File: src/rtl/exmem_pkg.sv
// Shared types, constants and helpers for the prefetching BRAM front end.
package exmem_pkg;

  typedef enum logic [1:0] {
    IDLE  = 2'd0,
    FILL  = 2'd1,
    WRITE = 2'd2
  } state_e;

  // Default decode value for wbs_adr_i[31:24].
  localparam logic [7:0] ADDR_BASE = 8'h38;

  // Width of the BRAM word address carried in wbs_adr_i[23:2].
  localparam int WORD_W = 22;

  // Ceiling log2, used for elaboration-time index widths.
  function automatic int clog2(input int v);
    int r;
    r = 0;
    while ((32'sd1 << r) < v) begin
      r = r + 1;
    end
    return r;
  endfunction

  // First word address of the aligned line containing word.
  function automatic logic [WORD_W-1:0] line_base(input logic [WORD_W-1:0] word,
                                                  input int line_words);
    return word & ~(WORD_W'(line_words) - 22'd1);
  endfunction

endpackage

File: src/rtl/exmem_prefetch_if.sv
// Wishbone slave-side signal bundle between the bus and the prefetcher.
interface exmem_wb_if #(
  parameter int BITS = 32
);
  logic            wbs_stb_i;
  logic            wbs_cyc_i;
  logic            wbs_we_i;
  logic [3:0]      wbs_sel_i;
  logic [BITS-1:0] wbs_dat_i;
  logic [31:0]     wbs_adr_i;
  logic            wbs_ack_o;
  logic [BITS-1:0] wbs_dat_o;

  modport master (
    output wbs_stb_i, wbs_cyc_i, wbs_we_i, wbs_sel_i, wbs_dat_i, wbs_adr_i,
    input  wbs_ack_o, wbs_dat_o
  );

  modport slave (
    input  wbs_stb_i, wbs_cyc_i, wbs_we_i, wbs_sel_i, wbs_dat_i, wbs_adr_i,
    output wbs_ack_o, wbs_dat_o
  );
endinterface

File: src/rtl/exmem_line_buf.sv
// One-line buffer: LINE_WORDS words with byte-masked write, tag and valid flag.
module exmem_line_buf
  import exmem_pkg::*;
#(
  parameter int BITS       = 32,
  parameter int LINE_WORDS = 4,
  parameter int OFF_W      = 2,
  parameter int TAG_W      = 20
) (
  input  logic             clk,
  input  logic             rstn,
  input  logic             wr_en,
  input  logic [OFF_W-1:0] wr_idx,
  input  logic [3:0]       wr_sel,
  input  logic [BITS-1:0]  wr_data,
  input  logic [OFF_W-1:0] rd_idx,
  output logic [BITS-1:0]  rd_data,
  input  logic             tag_we,
  input  logic [TAG_W-1:0] tag_in,
  output logic [TAG_W-1:0] tag_out,
  input  logic             valid_set,
  input  logic             valid_clr,
  output logic             line_valid
);

  logic [BITS-1:0]  mem_r [LINE_WORDS];
  logic [TAG_W-1:0] tag_r;
  logic             valid_r;

  // Word storage with per-byte write enables.
  always_ff @(posedge clk) begin
    if (!rstn) begin
      for (int i = 0; i < LINE_WORDS; i++) begin
        mem_r[i] <= '0;
      end
    end else if (wr_en) begin
      for (int i = 0; i < 4; i++) begin
        if (wr_sel[i]) begin
          mem_r[wr_idx][8*i +: 8] <= wr_data[8*i +: 8];
        end
      end
    end
  end

  // Tag and valid flag; a clear (new miss) beats a set.
  always_ff @(posedge clk) begin
    if (!rstn) begin
      tag_r   <= '0;
      valid_r <= 1'b0;
    end else begin
      if (tag_we) begin
        tag_r <= tag_in;
      end
      if (valid_clr) begin
        valid_r <= 1'b0;
      end else if (valid_set) begin
        valid_r <= 1'b1;
      end
    end
  end

  assign rd_data    = mem_r[rd_idx];
  assign tag_out    = tag_r;
  assign line_valid = valid_r;

endmodule

File: src/rtl/exmem_prefetch.sv
// Wishbone-to-BRAM front end with a single-line read prefetch buffer.
module exmem_prefetch #(
  parameter int         BITS       = 32,
  parameter int         LINE_WORDS = 4,
  parameter int         BRAM_LAT   = 1,
  parameter logic [7:0] ADDR_BASE  = exmem_pkg::ADDR_BASE
) (
  input  logic            wb_clk_i,
  input  logic            wb_rstn_i,
  exmem_wb_if.slave       wb,
  output logic            bram_en,
  output logic [3:0]      bram_we,
  output logic [BITS-1:0] bram_adr,
  output logic [BITS-1:0] bram_di,
  input  logic [BITS-1:0] bram_do
);
  import exmem_pkg::*;

  localparam int               OFF_W    = clog2(LINE_WORDS);
  localparam int               TAG_W    = WORD_W - OFF_W;
  localparam logic [OFF_W:0]   LW_C     = (OFF_W+1)'(LINE_WORDS);
  localparam logic [OFF_W-1:0] LAST_IDX = OFF_W'(LINE_WORDS - 1);

  state_e state_r, state_s;

  logic [WORD_W-1:0] word_s;
  logic [OFF_W-1:0]  off_s;
  logic [TAG_W-1:0]  tag_s;
  logic              req_s, hit_s;

  logic [OFF_W:0]    iss_cnt_r, iss_cnt_s;
  logic [OFF_W-1:0]  req_off_r, req_off_s;
  logic [TAG_W-1:0]  req_tag_r, req_tag_s;

  logic              ack_r, ack_s;
  logic [BITS-1:0]   dat_r, dat_s;
  logic              en_r, en_s;
  logic [3:0]        we_r, we_s;
  logic [BITS-1:0]   adr_r, adr_s;
  logic [BITS-1:0]   di_r, di_s;
  logic              fiss_r, fiss_s;
  logic [OFF_W-1:0]  fidx_r, fidx_s;

  logic              rv_vld_r [BRAM_LAT];
  logic [OFF_W-1:0]  rv_idx_r [BRAM_LAT];
  logic              ret_vld_s;
  logic [OFF_W-1:0]  ret_idx_s;

  logic              bw_en_s, tag_we_s, vset_s, vclr_s, line_valid_s;
  logic [OFF_W-1:0]  bw_idx_s;
  logic [3:0]        bw_sel_s;
  logic [BITS-1:0]   bw_data_s, rd_data_s;
  logic [TAG_W-1:0]  tag_q_s;
  logic              unused_s;

  assign word_s    = wb.wbs_adr_i[23:2];
  assign off_s     = word_s[OFF_W-1:0];
  assign tag_s     = word_s[WORD_W-1:OFF_W];
  assign req_s     = wb.wbs_stb_i & wb.wbs_cyc_i &
                     (wb.wbs_adr_i[31:24] == ADDR_BASE) & ~ack_r;
  assign hit_s     = line_valid_s & (tag_s == tag_q_s);
  assign ret_vld_s = rv_vld_r[BRAM_LAT-1];
  assign ret_idx_s = rv_idx_r[BRAM_LAT-1];
  assign unused_s  = ^wb.wbs_adr_i[1:0];

  exmem_line_buf #(
    .BITS(BITS), .LINE_WORDS(LINE_WORDS), .OFF_W(OFF_W), .TAG_W(TAG_W)
  ) u_buf (
    .clk(wb_clk_i), .rstn(wb_rstn_i),
    .wr_en(bw_en_s), .wr_idx(bw_idx_s), .wr_sel(bw_sel_s), .wr_data(bw_data_s),
    .rd_idx(off_s), .rd_data(rd_data_s),
    .tag_we(tag_we_s), .tag_in(req_tag_r), .tag_out(tag_q_s),
    .valid_set(vset_s), .valid_clr(vclr_s), .line_valid(line_valid_s)
  );

  // FSM state register.
  always_ff @(posedge wb_clk_i) begin
    if (!wb_rstn_i) begin
      state_r <= IDLE;
    end else begin
      state_r <= state_s;
    end
  end

  // Next state, next registered outputs and line-buffer write controls.
  always_comb begin
    state_s   = state_r;
    iss_cnt_s = iss_cnt_r;
    req_off_s = req_off_r;
    req_tag_s = req_tag_r;
    ack_s     = 1'b0;
    dat_s     = '0;
    en_s      = 1'b0;
    we_s      = 4'b0000;
    adr_s     = '0;
    di_s      = '0;
    fiss_s    = 1'b0;
    fidx_s    = '0;
    bw_en_s   = 1'b0;
    bw_idx_s  = off_s;
    bw_sel_s  = 4'b0000;
    bw_data_s = wb.wbs_dat_i;
    tag_we_s  = 1'b0;
    vset_s    = 1'b0;
    vclr_s    = 1'b0;
    case (state_r)
      IDLE: begin
        if (req_s) begin
          if (wb.wbs_we_i) begin
            state_s = WRITE;
            en_s    = 1'b1;
            we_s    = wb.wbs_sel_i;
            di_s    = wb.wbs_dat_i;
            adr_s   = BITS'(word_s);
            if (hit_s) begin
              bw_en_s  = 1'b1;
              bw_sel_s = wb.wbs_sel_i;
            end else begin
              bw_en_s  = 1'b0;
            end
          end else if (hit_s) begin
            ack_s = 1'b1;
            dat_s = rd_data_s;
          end else begin
            vclr_s    = 1'b1;
            req_tag_s = tag_s;
            req_off_s = off_s;
            state_s   = FILL;
            en_s      = 1'b1;
            fiss_s    = 1'b1;
            fidx_s    = '0;
            adr_s     = BITS'(line_base(word_s, LINE_WORDS));
            iss_cnt_s = (OFF_W+1)'(1);
          end
        end else begin
          state_s = IDLE;
        end
      end
      FILL: begin
        if (iss_cnt_r < LW_C) begin
          en_s      = 1'b1;
          fiss_s    = 1'b1;
          fidx_s    = iss_cnt_r[OFF_W-1:0];
          adr_s     = BITS'({req_tag_r, iss_cnt_r[OFF_W-1:0]});
          iss_cnt_s = iss_cnt_r + (OFF_W+1)'(1);
        end else begin
          en_s = 1'b0;
        end
        if (ret_vld_s) begin
          bw_en_s   = 1'b1;
          bw_idx_s  = ret_idx_s;
          bw_sel_s  = 4'b1111;
          bw_data_s = bram_do;
          if (ret_idx_s == req_off_r) begin
            // Critical word: ack unless the master has abandoned the cycle.
            ack_s = wb.wbs_cyc_i;
            dat_s = {BITS{wb.wbs_cyc_i}} & bram_do;
          end else begin
            ack_s = 1'b0;
          end
          if (ret_idx_s == LAST_IDX) begin
            vset_s    = 1'b1;
            tag_we_s  = 1'b1;
            state_s   = IDLE;
            iss_cnt_s = '0;
          end else begin
            state_s = FILL;
          end
        end else begin
          bw_en_s = 1'b0;
        end
      end
      WRITE: begin
        ack_s   = wb.wbs_cyc_i;
        state_s = IDLE;
      end
      default: begin
        state_s = IDLE;
      end
    endcase
  end

  // Registered bus/BRAM outputs and fill bookkeeping.
  always_ff @(posedge wb_clk_i) begin
    if (!wb_rstn_i) begin
      iss_cnt_r <= '0;
      req_off_r <= '0;
      req_tag_r <= '0;
      ack_r     <= 1'b0;
      dat_r     <= '0;
      en_r      <= 1'b0;
      we_r      <= 4'b0000;
      adr_r     <= '0;
      di_r      <= '0;
      fiss_r    <= 1'b0;
      fidx_r    <= '0;
    end else begin
      iss_cnt_r <= iss_cnt_s;
      req_off_r <= req_off_s;
      req_tag_r <= req_tag_s;
      ack_r     <= ack_s;
      dat_r     <= dat_s;
      en_r      <= en_s;
      we_r      <= we_s;
      adr_r     <= adr_s;
      di_r      <= di_s;
      fiss_r    <= fiss_s;
      fidx_r    <= fidx_s;
    end
  end

  // Return pipeline: tracks which line index bram_do carries BRAM_LAT cycles later.
  always_ff @(posedge wb_clk_i) begin
    if (!wb_rstn_i) begin
      for (int i = 0; i < BRAM_LAT; i++) begin
        rv_vld_r[i] <= 1'b0;
        rv_idx_r[i] <= '0;
      end
    end else begin
      rv_vld_r[0] <= fiss_r;
      rv_idx_r[0] <= fidx_r;
      for (int i = 1; i < BRAM_LAT; i++) begin
        rv_vld_r[i] <= rv_vld_r[i-1];
        rv_idx_r[i] <= rv_idx_r[i-1];
      end
    end
  end

  assign wb.wbs_ack_o = ack_r;
  assign wb.wbs_dat_o = dat_r;
  assign bram_en      = en_r;
  assign bram_we      = we_r;
  assign bram_adr     = adr_r;
  assign bram_di      = di_r;

endmodule

File: src/flat_wrapper.sv
// flat-port wrapper written by rule: the top's interface ports become plain ports
module exmem_prefetch_flat import exmem_pkg::*;
#(
  parameter int         BITS       = 32,
  parameter int         LINE_WORDS = 4,
  parameter int         BRAM_LAT   = 1,
  parameter logic [7:0] ADDR_BASE  = exmem_pkg::ADDR_BASE
)
  (wb_clk_i, wb_rstn_i, bram_en, bram_we, bram_adr, bram_di, bram_do, wb_wbs_stb_i, wb_wbs_cyc_i, wb_wbs_we_i, wb_wbs_sel_i, wb_wbs_dat_i, wb_wbs_adr_i, wb_wbs_ack_o, wb_wbs_dat_o);
  exmem_wb_if #(.BITS(BITS)) wb_i ();
  input  logic wb_clk_i;
  input  logic wb_rstn_i;
  output logic bram_en;
  output logic [3:0] bram_we;
  output logic [BITS-1:0] bram_adr;
  output logic [BITS-1:0] bram_di;
  input  logic [BITS-1:0] bram_do;
  input wire logic [$bits(wb_i.wbs_stb_i)-1:0] wb_wbs_stb_i;
  input wire logic [$bits(wb_i.wbs_cyc_i)-1:0] wb_wbs_cyc_i;
  input wire logic [$bits(wb_i.wbs_we_i)-1:0] wb_wbs_we_i;
  input wire logic [$bits(wb_i.wbs_sel_i)-1:0] wb_wbs_sel_i;
  input wire logic [$bits(wb_i.wbs_dat_i)-1:0] wb_wbs_dat_i;
  input wire logic [$bits(wb_i.wbs_adr_i)-1:0] wb_wbs_adr_i;
  output wire logic [$bits(wb_i.wbs_ack_o)-1:0] wb_wbs_ack_o;
  output wire logic [$bits(wb_i.wbs_dat_o)-1:0] wb_wbs_dat_o;
  assign wb_i.wbs_stb_i = wb_wbs_stb_i;
  assign wb_i.wbs_cyc_i = wb_wbs_cyc_i;
  assign wb_i.wbs_we_i = wb_wbs_we_i;
  assign wb_i.wbs_sel_i = wb_wbs_sel_i;
  assign wb_i.wbs_dat_i = wb_wbs_dat_i;
  assign wb_i.wbs_adr_i = wb_wbs_adr_i;
  assign wb_wbs_ack_o = wb_i.wbs_ack_o;
  assign wb_wbs_dat_o = wb_i.wbs_dat_o;
  exmem_prefetch #(.BITS(BITS), .LINE_WORDS(LINE_WORDS), .BRAM_LAT(BRAM_LAT), .ADDR_BASE(ADDR_BASE)) u_core (.wb_clk_i(wb_clk_i), .wb_rstn_i(wb_rstn_i), .wb(wb_i), .bram_en(bram_en), .bram_we(bram_we), .bram_adr(bram_adr), .bram_di(bram_di), .bram_do(bram_do));
endmodule
File: config.mk
export PLATFORM = sky130hd
export DESIGN_NAME = exmem_prefetch_flat
export DESIGN_NICKNAME = d
export VERILOG_FILES = /design/src/rtl/exmem_pkg.sv /design/src/rtl/exmem_prefetch_if.sv /design/src/rtl/exmem_line_buf.sv /design/src/rtl/exmem_prefetch.sv /design/src/flat_wrapper.sv
export SDC_FILE = /design/constraint.sdc
export NUM_CORES = 1
export LEC_CHECK = 0
export CAP_MARGIN = 10
export CORE_UTILIZATION = 53
export DETAILED_ROUTE_END_ITERATION = 7
export GPL_TIMING_DRIVEN = 0
export PLACE_DENSITY = 0.85
export SLEW_MARGIN = 15
export SYNTH_ARGS = -nofsm -noshare
export SYNTH_HDL_FRONTEND = slang
export SYNTH_SLANG_ARGS = --single-unit
File: constraint.sdc
create_clock -name wb_clk_i -period 3.6 [get_ports wb_clk_i]
set_input_delay 0.72 -clock wb_clk_i [delete_from_list [all_inputs] [get_ports wb_clk_i]]
set_output_delay 0.72 -clock wb_clk_i [all_outputs]
set_load 0.02 [all_outputs]
==> results of run 1 <==
==> layout make-up <==
| type | instances | area [sq um] | area share |
|---|---|---|---|
| sequential | 274 | 6766 | 0.4566 |
| clock buffer | 40 | 818.3 | 0.05522 |
| clock inverter | 14 | 97.59 | 0.006586 |
| tap | 275 | 344.1 | 0.02322 |
| buffer | 83 | 356.6 | 0.02406 |
| multi-input combinational | 704 | 4374 | 0.2952 |
| inverter | 37 | 138.9 | 0.009373 |
| timing repair buffer | 192 | 1922 | 0.1297 |
==> logic make-up (layout without fill, tap and decap cells) <==
logic type / after synthesis / in the layout / share of synthesized area
buffers and inverters: 120 / 366 / 0.04293
flip-flops: 274 / 274 / 0.5862
AND/OR/NAND/NOR: 471 / 471 / 0.1817
adder cells (fa/ha/maj): 2 / 2 / 0.002168
AO/OA/AOI/OAI: 145 / 145 / 0.08846
XOR/XNOR: 22 / 22 / 0.01669
other: 1 / 10 / 0.0003249
multiplexers: 54 / 54 / 0.08152
==> state kept, by name, indices dropped and copies added, names as in the netlist, 2 cells and up <==
name,count
u_core.state_r,2
u_core.fidx_r,2
u_core.u_buf.tag_out,20
u_core.rv_idx_r,2
u_core.wb.wbs_dat_o,32
u_core.req_tag_r,20
u_core.bram_we,4
u_core.bram_adr,22
u_core.bram_di,32
u_core.u_buf.mem_r,128
u_core.iss_cnt_r,3
u_core.req_off_r,2
==> cells in the final DEF (no fill, tap or decap), types with 4 or more instances in the layout <==
cell	count
clkbuf_1	71
clkbuf_16	29
buf_4	11
and2_1	44
nand3_1	11
o21ai_0	5
a21boi_0	46
nor2_1	91
clkinv_2	9
mux4_2	32
a21oi_1	10
xor2_1	18
mux2i_1	22
inv_1	37
nor4_1	4
a31oi_1	5
xnor2_1	4
dfxtp_1	146
clkdlybuf4s50_1	192
nor3_1	24
nand2_1	249
o22ai_1	30
a22o_1	20
conb_1	10
and3_1	4
nor2b_1	28
edfxtp_1	128
a21oi_2	7
clkbuf_8	5
==> worst max-delay path, cell delays in order <==
cell	delay, ns
clkdlybuf4s50_1	0.47
xor2_1	0.20
nor4_1	0.38
nand2_1	0.20
nor3_1	0.48
buf_2	0.32
nand3_1	0.21
a21oi_1	0.87
==> power groups by stage <==
stage / clock network (mW) / registers (mW) / logic, mW
detailed placement: 0 / 3.37 / 0.432
finish: 2.84 / 3.31 / 0.449
CTS: 2.85 / 3.31 / 0.439
floorplan: 0 / 3.37 / 0.225
global placement: 0 / 3.37 / 0.427
global route: 2.98 / 3.31 / 0.478
==> metal layers <==
metal | GRT usage | up-vias
met3 | 0.04909 | 111
met5 | 0 | -
met4 | 0.1270 | 0
li1 | - | 4200
met1 | 0.3462 | 4311
met2 | 0.4623 | 619
==> worst paths after layout <==
check	from	endpoint	depth (start not counted)
setup / recovery	wb_wbs_adr_i[16]	u_core.u_buf.mem_r[1][19]	8
hold / removal	u_core.fiss_r	u_core.rv_vld_r[0]	1
hold reg to reg	u_core.fiss_r	u_core.rv_vld_r[0]	1
setup reg to reg	u_core.state_r[0]	u_core.u_buf.mem_r[3][4]	7
==> flow_metrics.env, run 1 <==
export IMPL_vdd_ir_drop_max_uv=338.0
export IMPL_cts_root_buffer="clkbuf_16"
export IMPL_synth_area_sq_um=11540
export IMPL_async_flop_share=0
export IMPL_synth_edf_count=128
export IMPL_timing_final_crit_period_ns=3.679
export IMPL_worstPathMaxFanout=10
export IMPL_preCtsSetupSlack_ns=-0.6142
export IMPL_power_switching_mw=1.496
export IMPL_wl_met1_mm=11.31
export IMPL_cts_tree="done"
export IMPL_sequentialPowerShare=0.501
export IMPL_track_usage=0.2755
export IMPL_max_cap_violations=0
export IMPL_drc_errors=0
export IMPL_worstMarginPinSlew_ns=1.151
export IMPL_post_cts_resized=4
export IMPL_arrival_ns=3.87
export IMPL_wl_met3_mm=3.330
export IMPL_power_total_mw=6.597
export IMPL_antenna_found_initial=0
export IMPL_drt_initial_drc_count=925
export IMPL_die_height_um=149.6
export IMPL_ys_warn_count=0
export IMPL_place_gp_congestion=0.8810
export IMPL_synthTopCellsByArea="edfxtp_1, dfxtp_1, nand2_1"
export IMPL_start_kind="primary input"
export IMPL_setup_worst_path_end_class="register"
export IMPL_rsz0062_at_grt="true"
export IMPL_vias=9241
export IMPL_netlist_top_cell_by_area="edfxtp_1"
export IMPL_synth_common_cells="nand2_1, dfxtp_1, edfxtp_1"
export IMPL_slew_headroom=0.2264
export IMPL_fin_setup_tns_ns=-1.752
export IMPL_clk_latency_ns=0.57
export IMPL_grt_max_degree=16
export IMPL_die_area_sq_um=22370
export IMPL_ys_types=49
export IMPL_hold_viol_final=0
export IMPL_route_met2_wl_mm=14.75
export IMPL_p_leak_nw=5.282
export IMPL_clockBufferDepth=3
export IMPL_hold_slack_ns=0.4081
export IMPL_htree_levels=1
export IMPL_nets=1428
export IMPL_wl_mm=30.68
export IMPL_final_area_sq_um=14820
export IMPL_skew_ns=0.04066
export IMPL_swShare=0.2267
export IMPL_drt_pass1_iter_count=5
export IMPL_hold_class="reg -> reg"
export IMPL_final_cells=1619
export IMPL_setup_viol_count_final=40
export IMPL_combPwrFrac=0.068
export IMPL_status="complete, but fails checks"
export IMPL_synth_flop_cell="dfxtp_1"
export IMPL_dp_hpwl_mm=21.51
export IMPL_placed_cell_area_sq_um=13840
export IMPL_io_pins=207
export IMPL_portBuffers=192
export IMPL_viasPerCell=5.708
export IMPL_wl_per_cell_um=18.95
export IMPL_antennaDiodeCount=0
export IMPL_nFillCells=1429
export IMPL_numCtsBuffers=29
export IMPL_syn_instance_count=1089
export IMPL_overflow=0
export IMPL_ys_seq_elements=274
export IMPL_place_inst=1565
export IMPL_clock_sinks=274
export IMPL_ant_nets=0
export IMPL_crit_required_ns=3.79
export IMPL_yosysMostFrequentCell="nand2_1"
export IMPL_min_period_over_period=1.022
export IMPL_power_frac_clock=0.431
export IMPL_final_setup_worst_slack_ns=-0.07889
export IMPL_post_route_util=0.7005
export IMPL_top_layer="met4"
export IMPL_intPower_mw=5.101
export IMPL_grt_pass1_vias=8997
export IMPL_syn_to_final_growth_pct=28.38
export IMPL_drv_slew=0
export IMPL_grt_pass1_wl_mm=46.94
export IMPL_initial_core_util=0.5456
export IMPL_avgSynthCellArea_sq_um=10.60
export IMPL_design_core_area_sq_um=21150
export IMPL_synth_top_area_share=0.3330
export IMPL_floorplan_rows=53
export IMPL_fmax_ghz=0.2718
export IMPL_cts_hold_buf=0
export IMPL_seq_area_frac_synth=0.5862
export IMPL_chipWidth_um=149.6
export IMPL_clk_pin_slew_ns=0.06
export IMPL_failed_checks="negative setup slack"
export IMPL_layout_drive_gt1_share=0.08259
export IMPL_cts_setup_buffers=0
export IMPL_critical_path_class="in -> reg"
export IMPL_p_per_area_nw_per_um2=445.2
export IMPL_regToRegSetupSlack_ns=0.25
(Power assumes the default switching activity.)
==> run 2: changes to the inputs <==
--- a/config.mk
+++ b/config.mk
@@ -10,6 +10,7 @@
 export DETAILED_ROUTE_END_ITERATION = 7
 export GPL_TIMING_DRIVEN = 0
 export PLACE_DENSITY = 0.85
+export RECOVER_POWER = 25
 export SLEW_MARGIN = 15
 export SYNTH_ARGS = -nofsm -noshare
 export SYNTH_HDL_FRONTEND = slang
==> run 2 against run 1 <==
  * The flow still finishes with violations (negative setup slack)
  * Worst setup slack got worse by 0.012 ns
  * First-iteration DRC count rose by 3.1%
  * Non-clock buffer count did not move
  * Routed wire length rose by 0.24%
  * Core utilization did not move
  * Maximum frequency fell by 0.32%
  * Clock skew rose by 0.0028 ns
  * Sequential power barely moved
  * Clock power barely moved
  * Critical endpoint is now u_core.u_buf.mem_r[0][19]
  * Largest cell class unchanged
  * Largest power group unchanged
==> flow_metrics.env, run 2 (synthesized netlist as in run 1, its figures left out) <==
export IMPL_largest_register="u_core.u_buf.mem_r"
export IMPL_grt_max_degree=16
export IMPL_rr_startpoint="u_core.state_r[1]"
export IMPL_io_pins=207
export IMPL_numCtsBuffers=29
export IMPL_whs_endpoint="u_core.rv_vld_r[0]"
export IMPL_cts_root_buffer="clkbuf_16"
export IMPL_path_cells="clkdlybuf4s50_1, xor2_1, nor4_1, nand2_1, nor3_1, buf_2, nand3_1, a21oi_1"
export IMPL_failed_checks="negative setup slack"
export IMPL_worstMarginPinSlew_ns=1.151
export IMPL_track_usage=0.2755
export IMPL_cts_setup_buffers=0
export IMPL_die_area_sq_um=22370
export IMPL_rsz0062_at_grt="true"
export IMPL_top_layer="met4"
export IMPL_status="complete, but fails checks"
export IMPL_nets=1428
export IMPL_drt_initial_drc_count=954
export IMPL_max_stage_delay_ns=0.86
export IMPL_dp_hpwl_mm=21.51
export IMPL_die_height_um=149.6
export IMPL_wl_mm=30.75
export IMPL_wl_met1_mm=11.46
export IMPL_drt_pass1_iter_count=5
export IMPL_grt_pass1_wl_mm=46.94
export IMPL_slowest_stage="a21oi_1"
export IMPL_setup_viol_count_final=40
export IMPL_place_inst=1565
export IMPL_drc_errors=0
export IMPL_start_kind="primary input"
export IMPL_vdd_ir_drop_max_uv=341.2
export IMPL_worst_hold_startpoint="u_core.fiss_r"
export IMPL_nFillCells=1429
export IMPL_largest_register_ffs=128
export IMPL_layout_drive_gt1_share=0.08259
export IMPL_setup_worst_path_end_class="register"
export IMPL_timing_final_crit_period_ns=3.691
export IMPL_cts_hold_buf=0
export IMPL_grt_pass1_vias=8997
export IMPL_worst_r2r_path_depth=6
export IMPL_design_core_area_sq_um=21150
export IMPL_hold_class="reg -> reg"
export IMPL_p_leak_nw=5.604
export IMPL_slew_headroom=0.2261
export IMPL_clk_latency_ns=0.58
export IMPL_chipWidth_um=149.6
export IMPL_floorplan_rows=53
export IMPL_max_cap_violations=0
export IMPL_p_per_area_nw_per_um2=445.6
export IMPL_power_total_mw=6.603
export IMPL_min_period_over_period=1.025
export IMPL_antenna_found_initial=0
export IMPL_r2r_end="u_core.u_buf.mem_r[1][19]"
export IMPL_htree_levels=1
export IMPL_clk_pin_slew_ns=0.06
export IMPL_wl_met3_mm=3.183
export IMPL_ant_nets=0
export IMPL_worstPathMaxFanout=10
export IMPL_skew_ns=0.04343
export IMPL_worstHoldPathCells=1
export IMPL_final_common_cell="nand2_1"
export IMPL_crit_required_ns=3.80
export IMPL_drv_slew=0
export IMPL_antennaDiodeCount=0
export IMPL_mostFrequentLayoutCells="nand2_1, dfxtp_1, edfxtp_1, clkdlybuf4s50_1, dlygate4sd3_1"
export IMPL_preCtsSetupSlack_ns=-0.6142
export IMPL_vias=9229
export IMPL_place_gp_congestion=0.8810
export IMPL_portBuffers=192
export IMPL_syn_to_final_growth_pct=28.38
export IMPL_critical_path_class="in -> reg"
export IMPL_regToRegSetupSlack_ns=0.25
export IMPL_cts_tree="done"
export IMPL_overflow=0
export IMPL_viasPerCell=5.700
export IMPL_clock_sinks=274
export IMPL_final_setup_worst_slack_ns=-0.09060
export IMPL_wl_per_cell_um=19.00
export IMPL_hold_viol_final=0
export IMPL_final_cells=1619
export IMPL_route_met2_wl_mm=14.82
export IMPL_fmax_ghz=0.2710
export IMPL_arrival_ns=3.89
export IMPL_clockBufferDepth=3
export IMPL_initial_core_util=0.5456
-- run 2: through the flow --
| step | hold WS [ns] | util | area (sq um) | setup TNS [ns] |
|---|---|---|---|---|
| 4_1_cts | 0.4093 | 0.6988 | 14780 | -0.07578 |
| 3_5_place_dp | 0.4209 | 0.6543 | 13840 | -64.46 |
| 3_3_place_gp | 0.4142 | 0.6543 | 13840 | -61.07 |
| 2_1_floorplan | 0.4119 | - | 11580 | 0 |
| 6_report | 0.4044 | 0.7005 | 14820 | -2.215 |
| 5_1_grt | 0.4211 | 0.7005 | 14820 | -6.332 |
-- run 2: critical path, delay by kind of cell --
kind | cells | cell delay [ns]
AO/OA/AOI/OAI | 1 | 0.86
XOR/XNOR | 1 | 0.20
buffers and inverters | 2 | 0.79
AND/OR/NAND/NOR | 4 | 1.30
-- run 2: worst max path at each step --
| stage | slack [ns] | from | depth (start not counted) | endpoint |
|---|---|---|---|---|
| global placement | -0.60 | wb_wbs_sel_i[1] | 7 | u_core.u_buf.mem_r[3][21] |
| global route | -0.18 | wb_wbs_adr_i[22] | 8 | u_core.u_buf.mem_r[0][19] |
| detailed placement | -0.61 | wb_wbs_sel_i[1] | 7 | u_core.u_buf.mem_r[3][26] |
| floorplan | 0.60 | wb_wbs_adr_i[25] | 6 | u_core.u_buf.mem_r[0][10] |
| finish | -0.09 | wb_wbs_adr_i[16] | 8 | u_core.u_buf.mem_r[0][19] |
| CTS | -0.01 | wb_wbs_adr_i[16] | 8 | u_core.u_buf.mem_r[1][8] |
-- run 2: final cells by class --
class / count / area, sq um / share of cell area
buffer: 83 / 356.6 / 0.02406
clock inverter: 14 / 97.59 / 0.006586
clock buffer: 40 / 818.3 / 0.05522
multi-input combinational: 704 / 4374 / 0.2952
tap: 275 / 344.1 / 0.02322
timing repair buffer: 192 / 1922 / 0.1297
sequential: 274 / 6766 / 0.4566
inverter: 37 / 138.9 / 0.009373
-- run 2: report_power, final --
part / internal, mW / total [mW] / switching [mW]
sequential: 3.29 / 3.31 / 0.0123
clock: 1.60 / 2.85 / 1.24
combinational: 0.205 / 0.450 / 0.245
total: 5.10 / 6.60 / 1.50
-- run 2: routing by layer --
metal	vias to the layer above	GRT usage
met1	4300	0.3462
met2	613	0.4623
li1	4207	-
met4	0	0.1270
met5	-	0
met3	109	0.04909
-- run 2: timing repair --
| item | CTS | global route |
|---|---|---|
| pin swaps | 0 | 0 |
| resized for setup | 4 | 8 |
| endpoints found under the setup margin | 24 | 104 |
==> run 3: changes to the inputs <==
--- a/config.mk
+++ b/config.mk
@@ -7,6 +7,7 @@
 export LEC_CHECK = 0
 export CAP_MARGIN = 10
 export CORE_UTILIZATION = 53
+export CTS_CLUSTER_DIAMETER = 200
 export DETAILED_ROUTE_END_ITERATION = 7
 export GPL_TIMING_DRIVEN = 0
 export PLACE_DENSITY = 0.85
==> results of run 3 <==
The final DEF is identical to that of run 2; final timing and power are the same.
